--- src/rtl/seg7_pkg.sv ---
// Shared seven-segment definitions for the display encoder and the scan decoder.
// Patterns are active-low segment bits {g,f,e,d,c,b,a}.
package seg7_pkg;

  localparam logic [6:0] SEG_PAT_0 = 7'h40;
  localparam logic [6:0] SEG_PAT_1 = 7'h79;
  localparam logic [6:0] SEG_PAT_2 = 7'h24;
  localparam logic [6:0] SEG_PAT_3 = 7'h30;
  localparam logic [6:0] SEG_PAT_4 = 7'h19;
  localparam logic [6:0] SEG_PAT_5 = 7'h12;
  localparam logic [6:0] SEG_PAT_6 = 7'h02;
  localparam logic [6:0] SEG_PAT_7 = 7'h78;
  localparam logic [6:0] SEG_PAT_8 = 7'h00;
  localparam logic [6:0] SEG_PAT_9 = 7'h10;

  // Code stored for any segment pattern that is not a legal decimal digit.
  localparam logic [3:0] DIGIT_INVALID = 4'hF;

  // Frame assembly states.
  typedef enum logic {
    COLLECT = 1'b0,
    PUBLISH = 1'b1
  } frame_state_t;

endpackage

--- src/rtl/seg7_pattern_decode.sv ---
// Combinational map from an active-low seven-segment pattern to a decimal digit.
// Unrecognised patterns yield the invalid code with err set.
module seg7_pattern_decode
  import seg7_pkg::*;
(
  input  logic [6:0] seg,
  output logic [3:0] value,
  output logic       err
);

  // Look the pattern up among the ten legal digits; anything else is an error.
  always_comb begin
    value = DIGIT_INVALID;
    err   = 1'b0;
    case (seg)
      SEG_PAT_0: value = 4'd0;
      SEG_PAT_1: value = 4'd1;
      SEG_PAT_2: value = 4'd2;
      SEG_PAT_3: value = 4'd3;
      SEG_PAT_4: value = 4'd4;
      SEG_PAT_5: value = 4'd5;
      SEG_PAT_6: value = 4'd6;
      SEG_PAT_7: value = 4'd7;
      SEG_PAT_8: value = 4'd8;
      SEG_PAT_9: value = 4'd9;
      default: begin
        value = DIGIT_INVALID;
        err   = 1'b1;
      end
    endcase
  end

endmodule

--- src/rtl/seg7_scan_decoder.sv ---
// Snoops a multiplexed 4-digit active-low LED display and rebuilds a frame
// snapshot of the shown digits once every digit has been seen stable.
module seg7_scan_decoder
  import seg7_pkg::*;
#(
  parameter int SYNC_STAGES    = 2,
  parameter int STABLE_CYCLES  = 1,
  parameter int TIMEOUT_CYCLES = 1024
) (
  input  logic        sysclock,
  input  logic        reset,
  input  logic [7:0]  anode_in,
  input  logic [7:0]  seg_in,
  output logic [15:0] digits,
  output logic [3:0]  digit_valid,
  output logic [3:0]  pattern_err,
  output logic [3:0]  dp_out,
  output logic        frame_done,
  output logic        stale
);

  localparam logic [7:0]  STABLE_VAL  = 8'(STABLE_CYCLES);
  localparam logic [15:0] TIMEOUT_VAL = 16'(TIMEOUT_CYCLES);

  logic [SYNC_STAGES-1:0][7:0] anode_sync;
  logic [SYNC_STAGES-1:0][7:0] seg_sync;
  logic [7:0]        anode_s;
  logic [7:0]        seg_s;

  logic              cand;
  logic [1:0]        cand_idx;
  logic              same;
  logic              capture;
  logic [7:0]        stab_cnt;
  logic [7:0]        stab_cnt_next;
  logic [1:0]        prev_idx;
  logic [7:0]        prev_seg;

  logic [3:0]        dec_value;
  logic              dec_err;

  logic [3:0][3:0]   work_val;
  logic [3:0]        work_err;
  logic [3:0]        work_dp;
  logic [3:0]        mask;
  logic [3:0]        mask_next;
  logic [3:0]        cap_bit;

  frame_state_t      state;
  frame_state_t      state_next;
  logic              publish;

  logic [15:0]       to_cnt;
  logic [15:0]       to_cnt_next;
  logic              timeout_hit;

  // Bring the asynchronous display lines into the clock domain; idle is all-ones.
  always_ff @(posedge sysclock or posedge reset) begin
    if (reset) begin
      anode_sync <= '1;
      seg_sync   <= '1;
    end else begin
      anode_sync <= {anode_sync[SYNC_STAGES-2:0], anode_in};
      seg_sync   <= {seg_sync[SYNC_STAGES-2:0], seg_in};
    end
  end

  assign anode_s = anode_sync[SYNC_STAGES-1];
  assign seg_s   = seg_sync[SYNC_STAGES-1];

  // A sample is usable only when exactly one digit anode is low and the unused ones are high.
  always_comb begin
    cand     = 1'b0;
    cand_idx = 2'd0;
    if (anode_s[3:0] == 4'hF) begin
      case (anode_s[7:4])
        4'b1110: begin cand = 1'b1; cand_idx = 2'd0; end
        4'b1101: begin cand = 1'b1; cand_idx = 2'd1; end
        4'b1011: begin cand = 1'b1; cand_idx = 2'd2; end
        4'b0111: begin cand = 1'b1; cand_idx = 2'd3; end
        default: begin cand = 1'b0; cand_idx = 2'd0; end
      endcase
    end
  end

  // Stability counter: saturates at the threshold so a held sample captures only once.
  always_comb begin
    same          = cand && (stab_cnt != 8'd0) && (cand_idx == prev_idx) && (seg_s == prev_seg);
    stab_cnt_next = 8'd0;
    capture       = 1'b0;
    if (cand) begin
      if (!same) begin
        stab_cnt_next = 8'd1;
      end else if (stab_cnt == STABLE_VAL) begin
        stab_cnt_next = stab_cnt;
      end else begin
        stab_cnt_next = stab_cnt + 8'd1;
      end
      capture = (stab_cnt_next == STABLE_VAL) && !(same && (stab_cnt == STABLE_VAL));
    end
  end

  // Remember the previous sample and its run length.
  always_ff @(posedge sysclock or posedge reset) begin
    if (reset) begin
      stab_cnt <= 8'd0;
      prev_idx <= 2'd0;
      prev_seg <= 8'hFF;
    end else begin
      stab_cnt <= stab_cnt_next;
      prev_idx <= cand_idx;
      prev_seg <= seg_s;
    end
  end

  seg7_pattern_decode u_decode (
    .seg   (seg_s[6:0]),
    .value (dec_value),
    .err   (dec_err)
  );

  assign cap_bit   = capture ? (4'b0001 << cand_idx) : 4'b0000;
  assign mask_next = ((state == PUBLISH) ? 4'b0000 : mask) | cap_bit;

  // Working copy of each digit; a later capture of the same digit simply overwrites it.
  always_ff @(posedge sysclock or posedge reset) begin
    if (reset) begin
      work_val <= {4{DIGIT_INVALID}};
      work_err <= 4'b0000;
      work_dp  <= 4'b0000;
      mask     <= 4'b0000;
    end else begin
      mask <= mask_next;
      if (capture) begin
        work_val[cand_idx] <= dec_value;
        work_err[cand_idx] <= dec_err;
        work_dp[cand_idx]  <= ~seg_s[7];
      end
    end
  end

  // Frame state register.
  always_ff @(posedge sysclock or posedge reset) begin
    if (reset) begin
      state <= COLLECT;
    end else begin
      state <= state_next;
    end
  end

  // Publish as soon as every digit has been seen, counting a capture in this same cycle.
  always_comb begin
    state_next = state;
    publish    = 1'b0;
    case (state)
      COLLECT: begin
        if (mask_next == 4'b1111) begin
          state_next = PUBLISH;
        end
      end
      PUBLISH: begin
        publish    = 1'b1;
        state_next = COLLECT;
      end
      default: state_next = COLLECT;
    endcase
  end

  assign to_cnt_next = publish ? 16'd0 :
                       ((to_cnt == TIMEOUT_VAL) ? to_cnt : to_cnt + 16'd1);
  assign timeout_hit = (to_cnt_next == TIMEOUT_VAL);

  // Snapshot outputs and staleness; a timeout withdraws validity until the next frame.
  always_ff @(posedge sysclock or posedge reset) begin
    if (reset) begin
      digits      <= 16'hFFFF;
      digit_valid <= 4'b0000;
      pattern_err <= 4'b0000;
      dp_out      <= 4'b0000;
      frame_done  <= 1'b0;
      stale       <= 1'b0;
      to_cnt      <= 16'd0;
    end else begin
      frame_done <= publish;
      to_cnt     <= to_cnt_next;
      stale      <= publish ? 1'b0 : (stale | timeout_hit);
      if (publish) begin
        digits      <= work_val;
        digit_valid <= ~work_err;
        pattern_err <= work_err;
        dp_out      <= work_dp;
      end else if (timeout_hit) begin
        digit_valid <= 4'b0000;
      end
    end
  end

endmodule

--- config.mk ---
export PLATFORM = sky130hd
export DESIGN_NAME = seg7_scan_decoder
export DESIGN_NICKNAME = d
export VERILOG_FILES = /design/src/rtl/seg7_pkg.sv /design/src/rtl/seg7_pattern_decode.sv /design/src/rtl/seg7_scan_decoder.sv
export SDC_FILE = /design/constraint.sdc
export NUM_CORES = 1
export LEC_CHECK = 0
export CAP_MARGIN = 20
export CORE_MARGIN = 4
export CORE_UTILIZATION = 30
export CTS_CLUSTER_DIAMETER = 40
export CTS_CLUSTER_SIZE = 40
export DETAILED_ROUTE_END_ITERATION = 8
export GPL_ROUTABILITY_DRIVEN = 0
export PLACE_DENSITY = 0.49
export SYNTH_ARGS = -nofsm -noshare
export SYNTH_HDL_FRONTEND = slang
export SYNTH_SLANG_ARGS = --single-unit
--- constraint.sdc ---
create_clock -name sysclock -period 4.15 [get_ports sysclock]
set_input_delay 0.415 -clock sysclock [delete_from_list [all_inputs] [get_ports sysclock]]
set_output_delay 0.415 -clock sysclock [all_outputs]
set_load 0.01 [all_outputs]
==> results.py <==
metrics = {
    "status": {
        "status": "finished clean",
    },
    "finish": {
        "syn2layout_area_growth_pct": 23.7,
        "register_area_um2": 3220,
        "drive_gt1_share_pct": 30.5,
        "nFillCells": 1707,
        "antennaDiodeCount": 0,
        "nets": 522,
        "multi_input_area_um2": 2180,
    },
    "setup_path": {
        "worstSetupPathType": "reg2reg",
        "end_kind": "flop",
        "r2r-start": "stab_cnt[0]",
        "path_max_fanout": 12,
        "required_ps": 4490,
        "cp_data_arrival_time_ps": 2880,
        "cp-start-kind": "flop",
        "timing.rr.end": "work_val[0]",
        "rrSetupSlack_ps": 1610,
        "r2r_cells": 7,
    },
    "synth": {
        "yosysUniqueCellTypes": 60,
        "syn_area_per_cell_um2": 12.4,
        "yosys-top-cells-area": "dfstp_2 34%, dfrtp_1 24%, mux2_2 4.9%",
        "synth_common_cells": "72 x dfstp_2, 53 x dfrtp_1, 42 x nor2_1",
        "synth_warnings": 0,
        "ys_seq_area_share_pct": 57.9,
        "yosys.cell_count.top_type": "dfstp_2",
        "yosys.area.top_type_share_pct": 34.0,
        "netlist_instances": 449,
        "postSynth.asyncResetShare_pct": 100,
        "ys_ff_latch": 125,
        "synth_area_um2": 5560,
        "synth_nets": 472,
        "synth_enable_flop_cells": 0,
        "yosys.area.top_type": "dfstp_2",
        "ys.flop_type": "dfstp_2",
    },
    "floorplanning": {
        "ioPinCount": 48,
        "die_w_um": 144,
        "die-area_um2": 20800,
        "start_util_pct": 30.7,
        "coreArea_um2": 18100,
        "num_rows": 49,
        "fp.dieH_um": 144,
    },
    "pwr": {
        "clkPwrFrac_pct": 50.4,
        "power_frac_comb_pct": 5.3,
        "ir_drop_v": 0.000303,
        "power_density_nw_per_um2": 461,
        "totalPowerFinal_w": 0.00317,
        "seqPwrFrac_pct": 44.3,
        "p_int_w": 0.00243,
        "leakagePower_nw": 2.84,
        "p_sw_w": 0.000742,
        "swShare_pct": 23.4,
    },
    "drt": {
        "routed_wl_mm": 11.3,
        "dr_wl_met3_um": 452,
        "drcViolationCount": 0,
        "highest_layer": "met4",
        "first_pass_iters": 4,
        "dr_wl_met2_mm": 5.62,
        "ant_nets": 0,
        "wl_met1_mm": 5.05,
        "vias": 3521,
        "drt_iter0_drc": 184,
        "wl_per_cell_um": 15.2,
        "vias_per_cell": 4.75,
    },
    "global_route": {
        "gr-usage-all-layers_pct": 12.0,
        "grt_pass1_wl_mm": 19.1,
        "gr-total-overflow": 0,
        "antenna_found_initial": 0,
        "grt_pass1_vias": 3695,
        "grt_max_degree": 73,
    },
    "clock_tree": {
        "clk_pin_slew_ps": 60,
        "cts.sinks": 125,
        "cts_tree": "yes",
        "cts-root-buf": "clkbuf_16",
        "cts_hold_buf": 0,
        "clk_latency_ps": 420,
        "cts-htree-levels": 4,
        "post_cts_buffers": 0,
        "post_cts_resized": 0,
        "cts_inserted_buffers": 17,
        "cts_max_path_buffers": 2,
    },
    "hold_path": {
        "hold_depth": 0,
        "hold_class": "reg2reg",
        "hp-start": "seg_sync[4]",
        "worstHoldEndpoint": "seg_s[4]",
    },
    "sta": {
        "fin_setup_tns_ps": 0,
        "fmax_mhz": 393,
        "rsz0062_at_grt": "false",
        "drv_slew": 0,
        "hold_violations": 0,
        "slew_headroom_pct": 38.7,
        "timing.final.crit_share_pct": 61.3,
        "finalSetupViolations": 0,
        "layout_min_cycle_time_ps": 2540,
        "worst_slew_pin_slew_ps": 920,
        "fin_skew_ps": 15.1,
    },
    "placed_design": {
        "port_buffers": 47,
        "hpwl_mm": 7.77,
    },
    "flow_run": {
        "maxCapViolations": 0,
    },
}
-- power by group through the flow --
stage | registers, W | logic, W | clock network, W
after floorplan | 0.00138 | 0.000149 | 0
after global placement | 0.00142 | 0.000167 | 0
after detailed placement | 0.00142 | 0.000170 | 0
after CTS | 0.00141 | 0.000171 | 0.00164
after global routing | 0.00142 | 0.000190 | 0.00170
final | 0.00140 | 0.000167 | 0.00160
-- worst max-delay path by stage --
stage | startpoint | end | slack [ps] | cells after the start
after floorplan | reset | digit_valid[0] | 530 | 1
after global placement | stab_cnt[0] | work_val[0] | 1690 | 8
after detailed placement | stab_cnt[0] | work_val[0] | 1610 | 8
after CTS | stab_cnt[0] | work_val[0] | 1600 | 8
after global routing | stab_cnt[0] | work_val[0] | 1390 | 8
final | stab_cnt[0] | work_val[0] | 1610 | 7
-- worst max-delay path: stages (launching register included) --
cell and delay (ps):
dfrtp_1 460, ha_1 320, or3_1 340, nand2_1 90, a2bb2oi_2 60, o2111ai_2 450, and2_1 400, mux2_1 360
-- metal layers --
metal	vias up	track usage, %
li1	1687	-
met1	1754	14.5
met2	64	19.6
met3	16	3.51
met4	0	5.50
met5	-	0
-- final cells by class --
| class | instances | share of cell area [%] |
|---|---|---|
| clock buffer | 18 | 6.24 |
| clock inverter | 14 | 2.97 |
| inverter | 15 | 0.855 |
| multi-input combinational | 289 | 31.7 |
| sequential | 125 | 46.8 |
| tap | 229 | 4.17 |
| timing repair buffer | 51 | 7.28 |
-- through the flow --
step / worst slack (ps) / hold slack, ps / instance area [um^2] / utilization [%] / instances
final: 1610 / 354 / 6880 / 38.0 / 741
after global routing: 1390 / 358 / 6880 / 38.0 / 741
after CTS: 1600 / 355 / 6880 / 38.0 / 741
after detailed placement: 1610 / 347 / 6240 / 34.5 / 709
after global placement: 1690 / 346 / 6240 / 34.5 / 709
after floorplan: 527 / 345 / 5560 / - / 449
-- state kept, by name, indices dropped and copies added (netlist names) --
register     cells
seg_sync         8
anode_sync       8
state            1
digits          16
mask             4
seg_s            8
work_dp          4
dp_out           4
digit_valid      4
stale            1
work_val        16
anode_s          8
prev_seg         8
work_err         4
frame_done       1
pattern_err      4
stab_cnt         8
prev_idx         2
to_cnt          16
-- cell families after synthesis --
group | after synthesis | share of synthesized area, %
and+or+nand+nor | 142 | 15.0
adders and majority gates | 5 | 1.13
xor gates and xnor gates | 36 | 5.67
buffers and inverters | 35 | 2.88
AOI/OAI and AO/OA | 59 | 7.27
DFF | 125 | 57.9
muxes | 47 | 10.1
-- layout by cell type (no fill, tap or decap), drive strengths merged, types with 2 or more instances in the layout --
master,netlist,routed
a2111oi,2,2
a211oi,2,2
a21o,5,5
a21oi,21,21
a31o,2,2
a31oi,3,3
and2,5,5
and3,9,9
and4,4,4
buf,10,4
bufinv,0,4
clkbuf,10,18
clkdlybuf4s50,0,47
clkinv,0,2
dfrtp,53,53
dfstp,72,72
ha,5,5
inv,15,22
mux2,42,42
mux2i,5,5
nand2,17,17
nand2b,5,5
nand3,15,15
nand4,11,11
nor2,42,42
nor2b,3,3
nor3,7,7
nor3b,3,3
nor4,9,9
o2111ai,3,3
o21ai,11,11
or3,5,5
or4b,2,2
xnor2,20,20
xor2,16,16
No activity file was read; power rests on OpenSTA's default activity.
